$ cat src/rtl/mul8x8_seq_ctrl_pkg.sv
// mul_ctrl_pkg: state encoding, nibble-select and shift constants for the sequential 8x8 multiplier.
package mul_ctrl_pkg;
  typedef enum logic [1:0] {IDLE = 2'd0, MUL = 2'd1, DONE = 2'd2} state_t;
  localparam int PROD_W = 16;
  localparam int A_SEL_BIT = 1;
  localparam int B_SEL_BIT = 0;
  function automatic logic [3:0] step_shift(input logic [1:0] s);
    return (&s) ? 4'd8 : (^s) ? 4'd4 : 4'd0;
  endfunction
endpackage

$ cat src/rtl/mul8x8_seq_ctrl_if.sv
// mul8x8_seq_ctrl_if: operand and result valid/ready handshakes.
interface mul8x8_seq_ctrl_if;
  import mul_ctrl_pkg::*;
  logic in_valid;
  logic in_ready;
  logic [7:0] in_a;
  logic [7:0] in_b;
  logic out_valid;
  logic out_ready;
  logic [PROD_W-1:0] out_p;
  modport master (output in_valid, in_a, in_b, out_ready, input in_ready, out_valid, out_p);
  modport slave (input in_valid, in_a, in_b, out_ready, output in_ready, out_valid, out_p);
endinterface

$ cat src/rtl/array4x4multipler.sv
// array4x4multipler: combinational unsigned 4x4 array multiplier.
module array4x4multipler (
  input  logic [3:0] a,
  input  logic [3:0] b,
  output logic [7:0] p
);
  always_comb
    p = {4'b0, a & {4{b[0]}}} + {3'b0, a & {4{b[1]}}, 1'b0}
      + {2'b0, a & {4{b[2]}}, 2'b0} + {1'b0, a & {4{b[3]}}, 3'b0};
endmodule

$ cat src/rtl/mul8x8_seq_ctrl.sv
// mul8x8_seq_ctrl: 8x8 unsigned multiply over four nibble products on one shared 4x4 multiplier.
module mul8x8_seq_ctrl
  import mul_ctrl_pkg::*;
#(
  parameter int SKIP_ZERO = 0,
  parameter int CNT_W = 16
) (
  input  logic clk,
  input  logic rst,
  mul8x8_seq_ctrl_if.slave bus,
  output logic busy,
  output logic [CNT_W-1:0] op_count
);
  state_t state_q, state_d;
  logic [1:0] step_q, step_d;
  logic [7:0] a_q, a_d, b_q, b_d, mp;
  logic [3:0] na, nb;
  logic [PROD_W-1:0] acc_q, acc_d;
  logic [CNT_W-1:0] cnt_q, cnt_d;
  logic zero_op;
  array4x4multipler u_mul (.a(na), .b(nb), .p(mp));
  always_comb begin
    na = step_q[A_SEL_BIT] ? a_q[7:4] : a_q[3:0];
    nb = step_q[B_SEL_BIT] ? b_q[7:4] : b_q[3:0];
    zero_op = (SKIP_ZERO != 0) && (bus.in_a == 8'd0 || bus.in_b == 8'd0);
    state_d = state_q;
    step_d = step_q;
    a_d = a_q;
    b_d = b_q;
    acc_d = acc_q;
    cnt_d = cnt_q;
    case (state_q)
      IDLE: if (bus.in_valid) begin
        a_d = bus.in_a;
        b_d = bus.in_b;
        acc_d = '0;
        // a zero operand runs only the final step, whose product is 0
        step_d = zero_op ? 2'd3 : 2'd0;
        state_d = MUL;
      end
      MUL: begin
        acc_d = acc_q + (PROD_W'(mp) << step_shift(step_q));
        step_d = step_q + 2'd1;
        state_d = (step_q == 2'd3) ? DONE : MUL;
      end
      DONE: if (bus.out_ready) begin
        cnt_d = (&cnt_q) ? cnt_q : cnt_q + 1'b1;
        state_d = IDLE;
      end
      default: state_d = IDLE;
    endcase
  end
  always_ff @(posedge clk)
    if (rst) begin
      state_q <= IDLE;
      step_q <= '0;
      a_q <= '0;
      b_q <= '0;
      acc_q <= '0;
      cnt_q <= '0;
    end else begin
      state_q <= state_d;
      step_q <= step_d;
      a_q <= a_d;
      b_q <= b_d;
      acc_q <= acc_d;
      cnt_q <= cnt_d;
    end
  assign bus.in_ready = (state_q == IDLE);
  assign bus.out_valid = (state_q == DONE);
  assign bus.out_p = acc_q;
  assign busy = (state_q == MUL) || (state_q == DONE);
  assign op_count = cnt_q;
endmodule
$ cat src/flat_wrapper.sv
// flat-port wrapper written by rule: the top's interface ports become plain ports
module mul8x8_seq_ctrl_flat import mul_ctrl_pkg::*;
#(
  parameter int SKIP_ZERO = 0,
  parameter int CNT_W = 16
)
  (clk, rst, busy, op_count, bus_in_valid, bus_in_a, bus_in_b, bus_out_ready, bus_in_ready, bus_out_valid, bus_out_p);
  mul8x8_seq_ctrl_if bus_i ();
  input  logic clk;
  input  logic rst;
  output logic busy;
  output logic [CNT_W-1:0] op_count;
  input wire logic [$bits(bus_i.in_valid)-1:0] bus_in_valid;
  input wire logic [$bits(bus_i.in_a)-1:0] bus_in_a;
  input wire logic [$bits(bus_i.in_b)-1:0] bus_in_b;
  input wire logic [$bits(bus_i.out_ready)-1:0] bus_out_ready;
  output wire logic [$bits(bus_i.in_ready)-1:0] bus_in_ready;
  output wire logic [$bits(bus_i.out_valid)-1:0] bus_out_valid;
  output wire logic [$bits(bus_i.out_p)-1:0] bus_out_p;
  assign bus_i.in_valid = bus_in_valid;
  assign bus_i.in_a = bus_in_a;
  assign bus_i.in_b = bus_in_b;
  assign bus_i.out_ready = bus_out_ready;
  assign bus_in_ready = bus_i.in_ready;
  assign bus_out_valid = bus_i.out_valid;
  assign bus_out_p = bus_i.out_p;
  mul8x8_seq_ctrl #(.SKIP_ZERO(SKIP_ZERO), .CNT_W(CNT_W)) u_core (.clk(clk), .rst(rst), .bus(bus_i), .busy(busy), .op_count(op_count));
endmodule
$ cat config.mk
export PLATFORM = sky130hd
export DESIGN_NAME = mul8x8_seq_ctrl_flat
export DESIGN_NICKNAME = d
export VERILOG_FILES = /design/src/rtl/mul8x8_seq_ctrl_pkg.sv /design/src/rtl/mul8x8_seq_ctrl_if.sv /design/src/rtl/array4x4multipler.sv /design/src/rtl/mul8x8_seq_ctrl.sv /design/src/flat_wrapper.sv
export SDC_FILE = /design/constraint.sdc
export NUM_CORES = 1
export LEC_CHECK = 0
export ABC_AREA = 1
export CAP_MARGIN = 20
export CORE_MARGIN = 2
export CORE_UTILIZATION = 59
export DETAILED_ROUTE_END_ITERATION = 12
export PLACE_DENSITY = 0.94
export SKIP_LAST_GASP = 1
export SYNTH_ARGS = -nofsm -noshare
export SYNTH_HDL_FRONTEND = slang
export SYNTH_SLANG_ARGS = --single-unit
$ cat constraint.sdc
create_clock -name clk -period 7.5 [get_ports clk]
set_input_delay 1.5 -clock clk [delete_from_list [all_inputs] [get_ports clk]]
set_output_delay 1.5 -clock clk [all_outputs]
set_load 0.02 [all_outputs]
==> flow_metrics.tcl, run 1 <==
set metrics [dict create \
    die_h_um 82.8 \
    crit_fanout 6 \
    clkPwrFrac_pct 29.3 \
    root_buffer "clkbuf_8" \
    die-area_um2 6850 \
    crit_required_ns 7.66 \
    end_kind "flop" \
    finClkSkew_ns 0.00893 \
    grt_pass1_vias 3612 \
    tightest_slew_ns 1.11 \
    combinationalPowerShare_pct 20.7 \
    hold_class "flop to flop" \
    insertion_delay_ns 0.32 \
    worstHoldEndpoint "u_core.bus.out_p[11]$_SDFFE_PP0P_" \
    setup_viol 0 \
    min_from "u_core.bus.out_p[11]$_SDFFE_PP0P_" \
    wl_um 9790 \
    cts_resized 0 \
    cts_max_level 2 \
    dp_hpwl_um 7440 \
    cap_viol_max_count 0 \
    post_drt_wl_per_cell_um 14.7 \
    critical_path_class "flop to flop" \
    syn_to_final_growth_pct 18.2 \
    fmax_mhz 206 \
    status "complete, no violations" \
    swShare_pct 32.2 \
    drt_iter0_markers 260 \
    yosys.area_share.simple_pct 30.3 \
    start_util_pct 61.5 \
    synth_nets 597 \
    multi_input_area_um2 2350 \
    antenna-diode-count 0 \
    synth_compound_area_share_pct 16.4 \
    ys_seq_area_share_pct 28.4 \
    chipWidth_um 82.8 \
    period_share_pct 64.8 \
    cp-start-kind "flop" \
    path_clk_slew_ns 0.11 \
    cellInternalPower_mw 0.402 \
    grt_start_max_net_pins 29 \
    layout_setup_ws_ns 2.64 \
    drt-vias-per-instance 5.80 \
    drive_gt1_share_pct 5.60 \
    grt_pass1_wl_um 15900 \
    clock_path_buffers 2 \
    slew_headroom_pct 25.9 \
    r2r-end "u_core.bus.out_p[13]$_SDFFE_PP0P_" \
    synth_top_family_by_area "simple AND/OR/NAND/NOR gates" \
    power.density_nw_per_um2 137 \
    synth_area_um2 3660 \
    synth-seq-cells 52 \
    slew_viol_final 0 \
    synth_xor_area_share_pct 1.67 \
    grt-ovfl-total 0 \
    finalSetupTns_ns 0 \
    yosys-mux-area-fraction_pct 2.19 \
    cts_hold_buf 0 \
    postCtsSetupBuffers 0 \
    finalNetCount 644 \
    num-fill-cells 510 \
    rrSetupSlack_ns 2.64 \
    place.gp.congestion 0.976 \
    synthAdderAreaFrac_pct 13.5 \
    power_leakage_nw 1.83 \
    synth_warnings 0 \
    crit_arrival_ns 5.02 \
    antenna_left 0 \
    finalHoldViolations 0 \
    dr.pass1.iters 5 \
    ys_types 34 \
    antenna_found_initial 0 \
    core_area_um2 5960 \
    seq_area_um2 1040 \
    synth.avg_cell_area_um2 6.77 \
    synthCells 541 \
    tritoncts "built" \
    reg2regPathDepth 23 \
    drc_errors 0 \
    whs_path_depth 2 \
    seqPwrFrac_pct 50.0 \
    power_switching_mw 0.191 \
    rows 28 \
    dp_slack_ns 2.76 \
    rsz0062_at_grt "no" \
    ios 55 \
    vias 3850 \
    cts_buffers 5 \
    vdd_drop_max_mv 0.0990 \
    port_buffers 54 \
    track_usage_pct 30.0 \
    finalCriticalPeriod_ns 4.86 \
    cts.sinks 52 \
    r2r-start "u_core.step_q[1]$_SDFFE_PP0P_" \
]
[power by group through the flow]
| stage | sequential [mW] | clock (mW) | combinational [mW] |
|---|---|---|---|
| floorplan | 0.301 | 0 | 0.0823 |
| global placement | 0.302 | 0 | 0.115 |
| detailed placement | 0.302 | 0 | 0.120 |
| CTS | 0.296 | 0.176 | 0.121 |
| global route | 0.298 | 0.186 | 0.137 |
| finish | 0.296 | 0.174 | 0.123 |
[cell families (layout without fill, tap and decap cells)]
kind of cell               after synthesis  count (layout)
DFF                                     52              52
and+or+nand+nor                        258             258
muxes                                    8               8
adders and majority gates               36              36
xor gates and xnor gates                 7               7
AOI/OAI and AO/OA                      110             110
buffers and inverters                   70             118
[registers in the layout (all words and copies together) (netlist names)]
name,count
u_core.op_count,16
u_core.state_q,2
u_core.b_q,8
u_core.a_q,8
u_core.bus.out_p,16
u_core.step_q,2
[area by class of cell]
cell class	count	area share (%)
inverter	56	4.86
sequential	52	24.1
tap	75	2.17
timing repair buffer	54	12.5
multi-input combinational	419	54.2
clock buffer	5	1.59
clock inverter	3	0.607
[routing by layer]
metal  vias to the layer above  track usage (%)  share of wire (%)
met1                      1776             36.6                 42
met4                         0             12.1                3.2
li1                       1885                -                  -
met5                         -                0                  0
met2                       154             52.7                 49
met3                        35             4.65                5.7
[cells in the mapped netlist, drive strengths merged]
master,n,area (um^2)
a21o,2,15.0
a21oi,59,325
buf,5,28.8
clkbuf,9,33.8
clkinv,1,3.75
dfxtp,52,1040
fa,6,120
ha,30,375
inv,55,206
mux2i,8,80.1
nand2,112,433
nand3,38,190
nand3b,2,15.0
nand4,4,25.0
nor2,85,322
nor3,9,61.3
nor3b,1,18.8
o211ai,1,7.51
o21a,1,7.51
o21ai,41,205
o21bai,3,22.5
o22ai,3,18.8
or2,7,43.8
xnor2,2,17.5
xor2,5,43.8
[how the worst max path moves through the flow]
stage	startpoint	to	slack [ns]	cells past startpoint
4_1_cts	u_core.step_q[1]$_SDFFE_PP0P_	u_core.bus.out_p[13]$_SDFFE_PP0P_	2.74	23
3_5_place_dp	u_core.step_q[1]$_SDFFE_PP0P_	u_core.bus.out_p[13]$_SDFFE_PP0P_	2.76	23
3_3_place_gp	u_core.step_q[0]$_SDFFE_PP0P_	u_core.bus.out_p[10]$_SDFFE_PP0P_	2.98	22
5_1_grt	u_core.step_q[1]$_SDFFE_PP0P_	u_core.bus.out_p[13]$_SDFFE_PP0P_	2.35	24
6_report	u_core.step_q[1]$_SDFFE_PP0P_	u_core.bus.out_p[13]$_SDFFE_PP0P_	2.64	23
2_1_floorplan	u_core.step_q[0]$_SDFFE_PP0P_	u_core.bus.out_p[13]$_SDFFE_PP0P_	3.12	24
[per-stage QoR]
stage | hold slack (ns) | utilization [%] | std cells | area (um^2) | power (mW)
2_1_floorplan | 0.454 | - | 541 | 3660 | 0.383
3_3_place_gp | 0.471 | 71.1 | 656 | 4230 | 0.417
3_5_place_dp | 0.476 | 71.1 | 656 | 4230 | 0.423
4_1_cts | 0.496 | 72.7 | 664 | 4330 | 0.594
5_1_grt | 0.526 | 72.7 | 664 | 4330 | 0.621
6_report | 0.496 | 72.7 | 664 | 4330 | 0.593
[layout by cell type (no fill, tap or decap), types with 5 or more instances in the layout]
cell type / netlist / layout
inv_1: 54 / 54
or2_2: 7 / 7
o21ai_0: 32 / 32
ha_1: 30 / 30
o21ai_1: 9 / 9
nor3_1: 7 / 7
nand2_1: 107 / 107
nor2_1: 84 / 84
clkdlybuf4s50_1: 0 / 54
nand2_2: 5 / 5
dfxtp_1: 52 / 52
clkbuf_8: 0 / 5
mux2i_1: 8 / 8
a21oi_2: 8 / 8
fa_1: 6 / 6
xor2_1: 5 / 5
a21oi_1: 51 / 51
nand3_1: 38 / 38
[critical path, stage by stage, from the launching register on]
cell	delay (ns)
dfxtp_1	0.55
mux2i_1	0.42
nor2_1	0.12
fa_1	0.54
inv_1	0.05
fa_1	0.52
inv_1	0.05
ha_1	0.22
fa_1	0.44
nand2_1	0.10
nand2_1	0.05
nand3_1	0.08
nand3_1	0.15
nand2_1	0.10
nor2_1	0.05
ha_1	0.34
nand2_1	0.10
inv_1	0.05
a21oi_1	0.21
nor2_1	0.07
nor3_1	0.20
nand3b_1	0.12
nand3_1	0.10
a21oi_1	0.07
(Power assumes the default switching activity.)
==> run 2, diff against run 1 <==
- CORE_UTILIZATION: 59 -> 50
- PLACE_DENSITY: 0.94 -> 0.86
- clock period: 7.5 -> 4.4 ns (I/O delays scaled with it)
==> run 2 against run 1 <==
Compared with the run above:
- register-to-register slack got worse by 2.6 ns
- clock-buffer cell count is 1 higher
- global-route usage fell by 3.8 points
- critical endpoint is now u_core.bus.out_p[10]$_SDFFE_PP0P_
- largest power group unchanged
==> flow_metrics.tcl, run 2 (synthesis gave the netlist of run 1 again) <==
set metrics [dict create \
    status "complete, no violations" \
    clkPwrFrac_pct 31.7 \
    finalHoldViolations 0 \
    whs_path_depth 2 \
    num-fill-cells 563 \
    ios 55 \
    grt-ovfl-total 0 \
    tightest_slew_ns 0.718 \
    drc_errors 0 \
    hold_ws_ns 0.494 \
    syn_to_final_growth_pct 33.7 \
    die_h_um 89.6 \
    chipWidth_um 89.6 \
    insertion_delay_ns 0.32 \
    hold_class "flop to flop" \
    die-area_um2 8020 \
    power.density_nw_per_um2 235 \
    cts_buffers 5 \
    r2r-end "u_core.bus.out_p[10]$_SDFFE_PP0P_" \
    cap_viol_max_count 0 \
    dp_cells 700 \
    seqPwrFrac_pct 44.3 \
    swShare_pct 30.6 \
    grt_pass1_vias 3611 \
    grt_pass1_wl_um 16400 \
    reg2regPathDepth 22 \
    r2r-start "u_core.step_q[1]$_SDFFE_PP0P_" \
    finalCriticalPeriod_ns 4.38 \
    rsz0062_at_grt "yes" \
    rows 31 \
    clock_path_buffers 2 \
    power_leakage_nw 2.00 \
    end_kind "flop" \
    post_drt_wl_per_cell_um 14.8 \
    core_area_um2 7180 \
    vdd_drop_max_mv 0.168 \
    mostFrequentLayoutCell "nand2_1" \
    tritoncts "built" \
    antenna_found_initial 0 \
    power_switching_mw 0.353 \
    drt_iter0_markers 234 \
    fmax_mhz 228 \
    setup_viol 0 \
    layout_common_cells "98 x nand2_1, 74 x nor2_1, 54 x clkdlybuf4s50_1" \
    path_clk_slew_ns 0.12 \
    dp_slack_ns -0.183 \
    cellInternalPower_mw 0.799 \
    rrSetupSlack_ns 0.02 \
    cts.sinks 52 \
    critical_path_class "flop to flop" \
    antenna-diode-count 0 \
    cts_max_level 2 \
    layout_setup_ws_ns 0.0185 \
    final_cells 717 \
    crit_path_end "u_core.bus.out_p[10]$_SDFFE_PP0P_" \
    crit_fanout 5 \
    slew_headroom_pct 52.1 \
    wl_um 10600 \
    combinationalPowerShare_pct 24.0 \
    crit_required_ns 4.65 \
    dr.pass1.iters 5 \
    antenna_left 0 \
    track_usage_pct 26.2 \
    crit_arrival_ns 4.63 \
    critPathLaunch "u_core.step_q[1]$_SDFFE_PP0P_" \
    slew_viol_final 0 \
    start_util_pct 51.0 \
    drive_gt1_share_pct 19.1 \
    period_share_pct 99.6 \
    port_buffers 54 \
    cts_hold_buf 0 \
    grt_start_max_net_pins 29 \
    place.gp.congestion 0.932 \
    vias 3934 \
    drt-vias-per-instance 5.49 \
    root_buffer "clkbuf_8" \
    dp_hpwl_um 7630 \
    finalNetCount 673 \
    cp-start-kind "flop" \
    finalSetupTns_ns 0 \
    finClkSkew_ns 0.0158 \
]
==> run 2: cell types whose count changed in the layout (fill, tap and decap cells not counted), sizes merged <==
cell,delta
clkinv,-1
bufinv,+1
inv,-1
buf,+29
clkbuf,+1
==> run 2: power by group through the flow <==
| stage | registers [mW] | logic (mW) | clock network (mW) |
|---|---|---|---|
| floorplan | 0.513 | 0.140 | 0 |
| global placement | 0.513 | 0.227 | 0 |
| detailed placement | 0.514 | 0.234 | 0 |
| CTS | 0.505 | 0.238 | 0.365 |
| global route | 0.512 | 0.305 | 0.382 |
| finish | 0.510 | 0.277 | 0.365 |
==> run 2: through the flow <==
stage	util (%)	instance area (um^2)	total power [mW]
2_1_floorplan	-	3660	0.653
3_3_place_gp	61.5	4410	0.740
3_5_place_dp	61.5	4410	0.748
4_1_cts	63.8	4580	1.11
5_1_grt	68.2	4890	1.20
6_report	68.2	4890	1.15
==> run 2: routing by layer <==
layer	GRT usage (%)	wire length (um)	vias up	share of wire, %
li1	-	-	1933	-
met1	31.6	4300	1825	40
met2	48.3	5500	154	52
met3	3.38	597	22	5.6
met4	8.01	226	0	2.1
met5	0	0	-	0
==> run 2: final cells by class <==
class	count	area, um^2	share of cell area, %
flip-flops and latches	52	1050	21.4
well taps	99	124	2.53
inverters	56	210	4.29
clock buffers	6	82.6	1.69
clock inverters	2	38.8	0.792
repair buffers	83	758	15.5
multi-input cells	419	2630	53.8
==> run 2: critical path, cell delays in order, from the launching register on <==
cell	delay, ns
dfxtp_4	0.41
buf_4	0.14
mux2i_1	0.15
or2_2	0.32
fa_2	0.35
fa_1	0.50
inv_1	0.05
ha_2	0.20
fa_2	0.42
nand2_1	0.08
nand2_1	0.07
nand3_2	0.08
nand3_2	0.07
nand2_1	0.07
nor2_1	0.05
ha_1	0.37
a21oi_1	0.20
nor2_1	0.06
nor2_1	0.17
nand3_1	0.13
a21oi_1	0.17
o21ai_0	0.11
a21oi_1	0.12
==> run 2: timing repair <==
item / CTS / global route
buffers inserted: 1 / 8
resized for setup: 13 / 60
pin swaps: 1 / 29
endpoints found under the hold margin: 0 / 0
endpoints found under the setup margin: 11 / 11
==> run 2: how the worst min path moves through the flow <==
stage                     slack (ns)                              from                          endpoint
after floorplan                 0.45        u_core.a_q[0]$_SDFFE_PP0P_        u_core.a_q[0]$_SDFFE_PP0P_
after global placement          0.47        u_core.a_q[0]$_SDFFE_PP0P_        u_core.a_q[0]$_SDFFE_PP0P_
after CTS                       0.50  u_core.op_count[15]$_SDFFE_PP0P_  u_core.op_count[15]$_SDFFE_PP0P_
after global routing            0.52  u_core.op_count[15]$_SDFFE_PP0P_  u_core.op_count[15]$_SDFFE_PP0P_
final                           0.49  u_core.op_count[15]$_SDFFE_PP0P_  u_core.op_count[15]$_SDFFE_PP0P_
after detailed placement        0.48        u_core.a_q[7]$_SDFFE_PP0P_        u_core.a_q[7]$_SDFFE_PP0P_
